==> src/rtl/gm64_pkg.sv <==
// rtl/gm64_pkg.sv - shared types and constants for the gm64 memory path
//
// Purpose : bridge FSM state encoding, PSRAM address width, the data value
//           returned to the CPU on an aborted read, and the CPU-to-PSRAM
//           address mapping helper.
// Ports   : none (package)
package gm64_pkg;

    localparam int PSRAM_ADDR_W = 24;

    localparam logic [7:0] BRIDGE_ABORT_DATA = 8'hFF;

    typedef enum logic [2:0] {
        IDLE        = 3'd0,
        ISSUE       = 3'd1,
        WAIT_ACCEPT = 3'd2,
        WAIT_DONE   = 3'd3,
        COMPLETE    = 3'd4
    } BridgeState;

    // CPU address offset into PSRAM; the sum wraps at 2^24 with no carry out.
    function automatic logic [PSRAM_ADDR_W-1:0] map_cpu_addr(
        input logic [PSRAM_ADDR_W-1:0] base,
        input logic [15:0]             cpu_addr
    );
        return base + {8'h00, cpu_addr};
    endfunction

endpackage

==> src/rtl/bridge_timer.sv <==
// rtl/bridge_timer.sv - clearable up-counter flagging when LIMIT-1 is reached
//
// Purpose : wait-state watchdog. Counts enabled cycles from zero and raises
//           o_expired once the count equals LIMIT-1; the count then holds.
// Ports   : clkSys    - system clock
//           reset     - asynchronous active-low reset
//           i_clear   - load zero (has priority over i_enable)
//           i_enable  - count this cycle
//           o_expired - count has reached LIMIT-1
module bridge_timer #(
    parameter int LIMIT = 1024
) (
    input  logic clkSys,
    input  logic reset,
    input  logic i_clear,
    input  logic i_enable,
    output logic o_expired
);

    localparam int CW = (LIMIT > 2) ? $clog2(LIMIT) : 1;
    localparam logic [CW-1:0] LAST = CW'(LIMIT - 1);

    logic [CW-1:0] count;

    always_ff @(posedge clkSys or negedge reset) begin
        if (!reset) begin
            count <= '0;
        end else if (i_clear) begin
            count <= '0;
        end else if (i_enable && !o_expired) begin
            count <= count + 1'b1;
        end
    end

    assign o_expired = (count == LAST);

endmodule

==> src/rtl/cpu_mem_bridge.sv <==
// rtl/cpu_mem_bridge.sv - 6502 bus cycle to PSRAM memCtrl request bridge
//
// Purpose : captures one CPU bus cycle, maps the 16-bit address into PSRAM,
//           runs the memCtrl chip-select/busy/dataReady handshake and stalls
//           the CPU through o_cpuRdy until the access completes or times out.
// Ports   : clkSys, reset (async active-low)
//           i_cpuStrobe/i_cpuAddr/i_cpuDataOut/i_cpuWE - CPU bus cycle
//           o_cpuDataIn/o_cpuRdy                        - CPU return path
//           o_memCs/o_memWrite/o_memAddress/o_memBank/o_memDataToWrite
//                                                       - memCtrl request
//           i_memBusy/i_memDataReady/i_memDataRead      - memCtrl status
//           o_timeout/o_overrun                         - sticky error flags
module cpu_mem_bridge
    import gm64_pkg::*;
#(
    parameter logic [PSRAM_ADDR_W-1:0] BASE_ADDR = 24'h000000,
    parameter logic                    BANK      = 1'b1,
    parameter int                      TIMEOUT   = 1024
) (
    input  logic                    clkSys,
    input  logic                    reset,
    input  logic                    i_cpuStrobe,
    input  logic [15:0]             i_cpuAddr,
    input  logic [7:0]              i_cpuDataOut,
    input  logic                    i_cpuWE,
    output logic [7:0]              o_cpuDataIn,
    output logic                    o_cpuRdy,
    output logic                    o_memCs,
    output logic                    o_memWrite,
    output logic [PSRAM_ADDR_W-1:0] o_memAddress,
    output logic                    o_memBank,
    output logic [7:0]              o_memDataToWrite,
    input  logic                    i_memBusy,
    input  logic                    i_memDataReady,
    input  logic [7:0]              i_memDataRead,
    output logic                    o_timeout,
    output logic                    o_overrun
);

    BridgeState state_q;
    BridgeState state_d;

    logic cs_pulse;
    logic capture_read;
    logic abort;
    logic timer_clear;
    logic timer_enable;
    logic timer_expired;

    // The timer restarts on every state change so each wait state gets its
    // own TIMEOUT budget; it only runs while an access is outstanding.
    assign timer_clear  = (state_q == IDLE) || (state_q == COMPLETE) || (state_d != state_q);
    assign timer_enable = !timer_clear;

    bridge_timer #(
        .LIMIT(TIMEOUT)
    ) u_timer (
        .clkSys   (clkSys),
        .reset    (reset),
        .i_clear  (timer_clear),
        .i_enable (timer_enable),
        .o_expired(timer_expired)
    );

    always_ff @(posedge clkSys or negedge reset) begin
        if (!reset) begin
            state_q <= IDLE;
        end else begin
            state_q <= state_d;
        end
    end

    // Progress always wins over expiry when both happen in the same cycle.
    always_comb begin
        state_d      = state_q;
        cs_pulse     = 1'b0;
        capture_read = 1'b0;
        abort        = 1'b0;
        case (state_q)
            IDLE: begin
                if (i_cpuStrobe) begin
                    state_d = ISSUE;
                end
            end
            ISSUE: begin
                if (!i_memBusy) begin
                    cs_pulse = 1'b1;
                    state_d  = WAIT_ACCEPT;
                end else if (timer_expired) begin
                    abort   = 1'b1;
                    state_d = COMPLETE;
                end
            end
            WAIT_ACCEPT: begin
                if (i_memBusy) begin
                    state_d = WAIT_DONE;
                end else if (!o_memWrite && i_memDataReady) begin
                    // Controller answered without ever showing busy.
                    capture_read = 1'b1;
                    state_d      = COMPLETE;
                end else if (timer_expired) begin
                    abort   = 1'b1;
                    state_d = COMPLETE;
                end
            end
            WAIT_DONE: begin
                if (o_memWrite && !i_memBusy) begin
                    state_d = COMPLETE;
                end else if (!o_memWrite && i_memDataReady && !i_memBusy) begin
                    capture_read = 1'b1;
                    state_d      = COMPLETE;
                end else if (timer_expired) begin
                    abort   = 1'b1;
                    state_d = COMPLETE;
                end
            end
            COMPLETE: begin
                state_d = IDLE;
            end
            default: begin
                state_d = IDLE;
            end
        endcase
    end

    // Request fields are captured once at the strobe and left untouched
    // afterwards, so they are stable through the chip-select clock and keep
    // their last values after completion.
    always_ff @(posedge clkSys or negedge reset) begin
        if (!reset) begin
            o_memWrite       <= 1'b0;
            o_memAddress     <= '0;
            o_memDataToWrite <= 8'h00;
        end else if (state_q == IDLE && i_cpuStrobe) begin
            o_memWrite       <= i_cpuWE;
            o_memAddress     <= map_cpu_addr(BASE_ADDR, i_cpuAddr);
            o_memDataToWrite <= i_cpuDataOut;
        end
    end

    // Registered so the low pulse lasts exactly one full clock.
    always_ff @(posedge clkSys or negedge reset) begin
        if (!reset) begin
            o_memCs <= 1'b1;
        end else begin
            o_memCs <= !cs_pulse;
        end
    end

    always_ff @(posedge clkSys or negedge reset) begin
        if (!reset) begin
            o_cpuDataIn <= 8'h00;
        end else if (capture_read) begin
            o_cpuDataIn <= i_memDataRead;
        end else if (abort && !o_memWrite) begin
            o_cpuDataIn <= BRIDGE_ABORT_DATA;
        end
    end

    always_ff @(posedge clkSys or negedge reset) begin
        if (!reset) begin
            o_timeout <= 1'b0;
            o_overrun <= 1'b0;
        end else begin
            if (abort) begin
                o_timeout <= 1'b1;
            end
            if (i_cpuStrobe && state_q != IDLE) begin
                o_overrun <= 1'b1;
            end
        end
    end

    // Decoded from the state register so reset releases the CPU immediately.
    assign o_cpuRdy  = (state_q == IDLE) || (state_q == COMPLETE);
    assign o_memBank = BANK;

endmodule
==> config.mk <==
export PLATFORM = sky130hd
export DESIGN_NAME = cpu_mem_bridge
export DESIGN_NICKNAME = d
export VERILOG_FILES = /design/src/rtl/gm64_pkg.sv /design/src/rtl/bridge_timer.sv /design/src/rtl/cpu_mem_bridge.sv
export SDC_FILE = /design/constraint.sdc
export NUM_CORES = 1
export LEC_CHECK = 0
export ABC_AREA = 0
export CAP_MARGIN = 15
export CORE_MARGIN = 1.5
export CORE_UTILIZATION = 40
export CTS_CLUSTER_DIAMETER = 200
export DETAILED_ROUTE_END_ITERATION = 16
export PLACE_DENSITY = 0.86
export SLEW_MARGIN = 20
export SYNTH_ARGS = -nofsm -noshare
export SYNTH_HDL_FRONTEND = slang
export SYNTH_SLANG_ARGS = --single-unit
==> constraint.sdc <==
create_clock -name clkSys -period 1.8 [get_ports clkSys]
set_clock_uncertainty 0.15 [all_clocks]
set_input_delay 0.36 -clock clkSys [delete_from_list [all_inputs] [get_ports clkSys]]
set_output_delay 0.36 -clock clkSys [all_outputs]
set_load 0.02 [all_outputs]
; Word level (Yosys, flattened, before mapping)
; Cells that the tools add are included.
[word_totals]
inputBits = 38
regBits = 49
elab_cells = 60
[classes]
mux = 26
n_eq_ne = 6
add_sub_neg = 1
n_reduce_logical = 18
[op_table]
columns = cell, count
row1 = $mux W3, 7
row2 = $mux W10, 2
row3 = $mux W8, 2
row4 = $mux W1, 12
row5 = $pmux W3 S4, 1
row6 = $add A10 B1 Y10 const B, 1
row7 = $eq A10 B10 Y1 const B, 1
row8 = $logic_and A1 B1 Y1, 7
row9 = $eq A3 B2 Y1 const B, 2
row10 = $logic_not A1 Y1, 5
row11 = $reduce_bool A2 Y1, 2
row12 = $eq A3 B1 Y1 const B, 1
row13 = $eq A3 B3 Y1 const B, 1
row14 = $logic_not A3 Y1, 1
row15 = $ne A3 B3 Y1, 1
row16 = $pmux W1 S3, 1
row17 = $reduce_bool A3 Y1, 1
row18 = $logic_or A1 B1 Y1, 2
row19 = $pmux W1 S2, 1

; Depth between registers and ports, before layout
[depth]
ltp_word = 12
mapped_depth = 6

; Modules after synthesis
; From an unflattened synthesis, not the netlist that was laid out.
[hier_totals]
cells_unflattened = 202
hier_area_um2 = 2302.2
[modules_own_cells]
columns = mod, seq_area_each_um2, instances, area_per_inst_um2, cells_per_inst
row1 = cpu_mem_bridge, 977.2, 1, 1727.9, 146
row2 = bridge_timer, 250.2, 1, 574.3, 56

; Worst setup path before layout
; No wires, ideal clock.
[synth_path]
kind = flip-flop to flip-flop
from = reg o_memWrite
to = reg o_cpuDataIn[0]
t_arrival_ns = 1.715
stages_incl_launch_ff = 5
setup_time_ns = 0.065
path_slack_ns = -0.130
n_path_buf = 0
required_ns = 1.585
cell_sequence = dfrtp_1 mux2_4 o41a_4 o31ai_4 o22a_1
[synth_between]
elab_chain_cells = 8
elab_cells_between_ends = 17
classes_between = 11 x mux / 6 x reduce/logical
[synth_lines]
columns = item, line
row1 = from (decl), cpu_mem_bridge.sv:29  ; output logic o_memWrite,
row2 = from (signal assigned), cpu_mem_bridge.sv:135  ; o_memWrite <= i_cpuWE;
row3 = $logic_not A1 Y1, "cpu_mem_bridge.sv:97, cpu_mem_bridge.sv:109, cpu_mem_bridge.sv:155"
row4 = $logic_and A1 B1 Y1, "cpu_mem_bridge.sv:97, cpu_mem_bridge.sv:109"
row5 = $logic_and A1 B1 Y1, cpu_mem_bridge.sv:109  ; end else if (!o_memWrite && i_memDataReady && !i_memBusy) begin
row6 = $mux W1, cpu_mem_bridge.sv:109
row7 = $mux W1, cpu_mem_bridge.sv:107  ; if (o_memWrite && !i_memBusy) begin
row8 = $pmux W1 S3, cpu_mem_bridge.sv:79  ; case (state_q)
row9 = $logic_and A1 B1 Y1, cpu_mem_bridge.sv:155  ; end else if (abort && !o_memWrite) begin
row10 = $reduce_bool A2 Y1 (no source line), -
row11 = to (signal assigned), cpu_mem_bridge.sv:154  ; o_cpuDataIn <= i_memDataRead;
row12 = to (decl), cpu_mem_bridge.sv:26  ; output logic [7:0] o_cpuDataIn,
; Parallel ways exist; a longest one is shown, timed or not.
; A chain may end at the register's enable or synchronous reset.

; Worst setup path after layout
[layout_path]
from = reg o_memWrite
to = reg o_cpuDataIn[7]
; The elaborated chain is that of the path after synthesis.

==> results.ini <==
[drt]
via_per_inst=5.20
wl_per_cell_um=16.0
detailedRoute.firstIterationViolations=127
drt-total-wl_um=5550
dr_total_vias=1799
drc=0
dr.pass1.iters=4
drtAntennaViolNets=0

[synthesis]
syn_inst=172
synth_edf_count=0
ys_ff_latch=49
synth_seq_area_share_pct=55.3
synth.distinct_cells=42
synth_top_flop_cell=dfrtp_1
ys_warns=0
synthTopCellsByArea=dfrtp_1, mux2_2, buf_4
post_synth.cell_area_avg_um2=12.9
async_reset_ff_share_pct=100
leading_post_synthesis_cells_by_instance_count=dfrtp_1, mux2_2, buf_4, nor2_1, o22a_1
yosysTopAreaCell=dfrtp_1
yosys_top_cell_area_share_pct=54.1
mappedNetlistArea_um2=2220
leading_cell_type_by_number_of_instances_after_synthesis=dfrtp_1

[floorplanning]
die-area_um2=6000
std_cell_rows=26
floorplan.initialDensity_pct=42.4
die_h_um=77.5
die_w_um=77.5
floorplan.io_pins=84
core_area_um2=5240

[global_routing]
largest_net_degree_at_the_start_of_global_routing=50
grt.overflow.total=0
grt_util_all_layers_pct=18.1
grt_util_met1_pct=21.0
most_congested_layer_reported_by_global_routing=met2
met3_usage_pct=6.24
via_count_of_the_first_global_routing_pass=1867
groute.layer.met2.usage_pct=31.1
initial_antenna_violation_count=0
grt_first_pass_wirelength_um=8500

[pwr]
leak_pwr_nw=1.66
power_density_nw_per_um2=1470
p_comb_share_pct=52.6
p_switching_w=0.00188
max-vdd-ir-drop_mv=0.920
p_seq_share_pct=34.9
share_clk_of_total_power_pct=12.5
internal_power_w=0.00322
power_total_w=0.00510
power_switching_share_pct=36.9

[status]
outcome=finished, violations left
failed_checks=negative setup slack

[critical_path]
end_kind=flop
worstPathArrival_ns=1.93
timing_worst_setup_path_type=reg2reg
cp_max_fo=4
critical_path.startpoint_type=flop
startpoint=o_memWrite
ff2ff_path_depth=5
crit-reg2reg-launch=o_memWrite
timing.critical_path.required_ns=1.90

[timing]
final_hold_viol_count=0
setup_viol=10
period_share_pct=102
postLayoutSetupSlackWorst_ns=-0.0357
grt_setup_unrepaired=true
fin_crit_period_ns=1.84
report.final.slew_viol_count=0
max_freq_mhz=545

[clocking]
tritoncts.num_buffers=5
cts_root_buffer=clkbuf_8
insertion_delay_to_the_later_sink_of_the_worst_skew_pair_ns=0.30
cts_tree=yes
htree_num_levels=2
number_of_buffers_on_the_longest_clock_path=2
clk_pin_slew_worst_paths_ns=0.09
clock_sinks=49

[layout]
layout.nets=314
num_antenna_cells=0
area.growth.synth_to_final_pct=56.1
post_route_cells_drive_above_1_share_pct=29.7

[job]
cap_viol_max_count=0

[place]
gp_routability_congestion=0.903
dp_hpwl_um=3650
io_buffer_count=74
place_ws_ns=-0.442

[min_path]
worst_hold_path_startpoint=o_overrun
timing.hold.worst_path_depth=1
hold_class=reg2reg

-- final cells by class --
| cell class | instances | area (µm²) |
|---|---|---|
| Multi-Input combinational cell | 110 | 936 |
| Timing Repair Buffer | 106 | 1110 |
| Clock buffer | 6 | 72.6 |
| Inverter | 3 | 11.3 |
| Clock inverter | 2 | 16.3 |
| Fill cell | 386 | 1780 |
| Sequential cell | 49 | 1230 |
| Tap cell | 70 | 87.6 |
-- state kept, by name (all words and copies together), names as in the netlist --
signal / cells
o_memCs: 1
o_memAddress: 16
o_memDataToWrite: 8
o_cpuDataIn: 8
o_memWrite: 1
u_timer.count: 10
state_q: 3
o_overrun: 1
o_timeout: 1
-- metal layers --
layer / vias up / wire length [µm]
li1: 812 / -
met1: 901 / 2150
met2: 75 / 2950
met3: 11 / 367
met4: 0 / 83
met5: - / 0
-- critical path, cell delays in order, from the launching register on --
cell	delay, ns
dfrtp_2	0.43
mux2_4	0.31
o41a_4	0.39
o31ai_4	0.22
buf_4	0.15
o22a_1	0.13
-- power groups by stage --
stage	combinational (W)	clock, W	sequential (W)
3_3_place_gp	0.00254	0	0.00179
3_5_place_dp	0.00259	0	0.00181
4_1_cts	0.00259	0.000657	0.00178
6_report	0.00268	0.000639	0.00178
2_1_floorplan	0.000895	0	0.00227
5_1_grt	0.00284	0.000703	0.00184
-- kinds of logic after synthesis --
kind of cell / Yosys count / synth area share (%)
fa+ha+maj: 1 / 0.564
xor+xnor: 4 / 1.58
buf+inv: 21 / 5.58
compound gates: 30 / 12.0
simple gates: 36 / 9.87
mux: 29 / 14.7
flops: 49 / 55.3
other cells: 2 / 0.339
-- worst paths after layout --
| kind | slack, ns | end |
|---|---|---|
| setup / recovery | -0.04 | o_cpuDataIn[7] |
| hold / removal | 0.34 | o_overrun |
| setup reg to reg | -0.04 | o_cpuDataIn[7] |
| hold reg to reg | 0.34 | o_overrun |
| max in group asynchronous | 0.80 | o_memCs |
| min in group asynchronous | 0.42 | o_memDataToWrite[3] |
-- stage by stage --
step           area, µm²  hold slack [ns]  utilization, %  TNS, ns  cells
5_1_grt             3460            0.370            66.1    -1.35    346
4_1_cts             3310            0.358            63.1   -0.344    342
3_5_place_dp        3180            0.217            60.7   -10.58    331
2_1_floorplan       2250          -0.0856               -   -0.403    179
6_report            3460            0.342            66.1   -0.245    346
3_3_place_gp        3180            0.214            60.7    -9.53    331
-- cell usage in the layout (no fill, tap or decap), types with 2 or more instances in the layout --
cell and n:
mux2_2 24, nand3_1 4, buf_4 24, xnor2_1 4
and3_1 2, mux2i_1 3, conb_1 9, clkbuf_16 2
clkdlybuf4s50_1 38, nor2_1 10, clkbuf_8 5, dfrtp_1 47
a211oi_2 2, buf_6 3, dlymetal6s2s_1 27, nand2_1 5
a21oi_1 4, buf_12 2, nand4_1 3, a31oi_1 5
o22a_1 8, mux2_4 2, dlygate4sd2_1 7, inv_1 3
-- timing repair --
item                                    CTS  global route
gates resized for setup                  16            32
pin swaps                                 9             4
hold buffers                              1             0
endpoints found under the hold margin    48             0
setup buffers                             2             1
endpoints found under the setup margin   25            58
cloned                                    0             3
No activity file was read; power rests on OpenSTA's default activity.
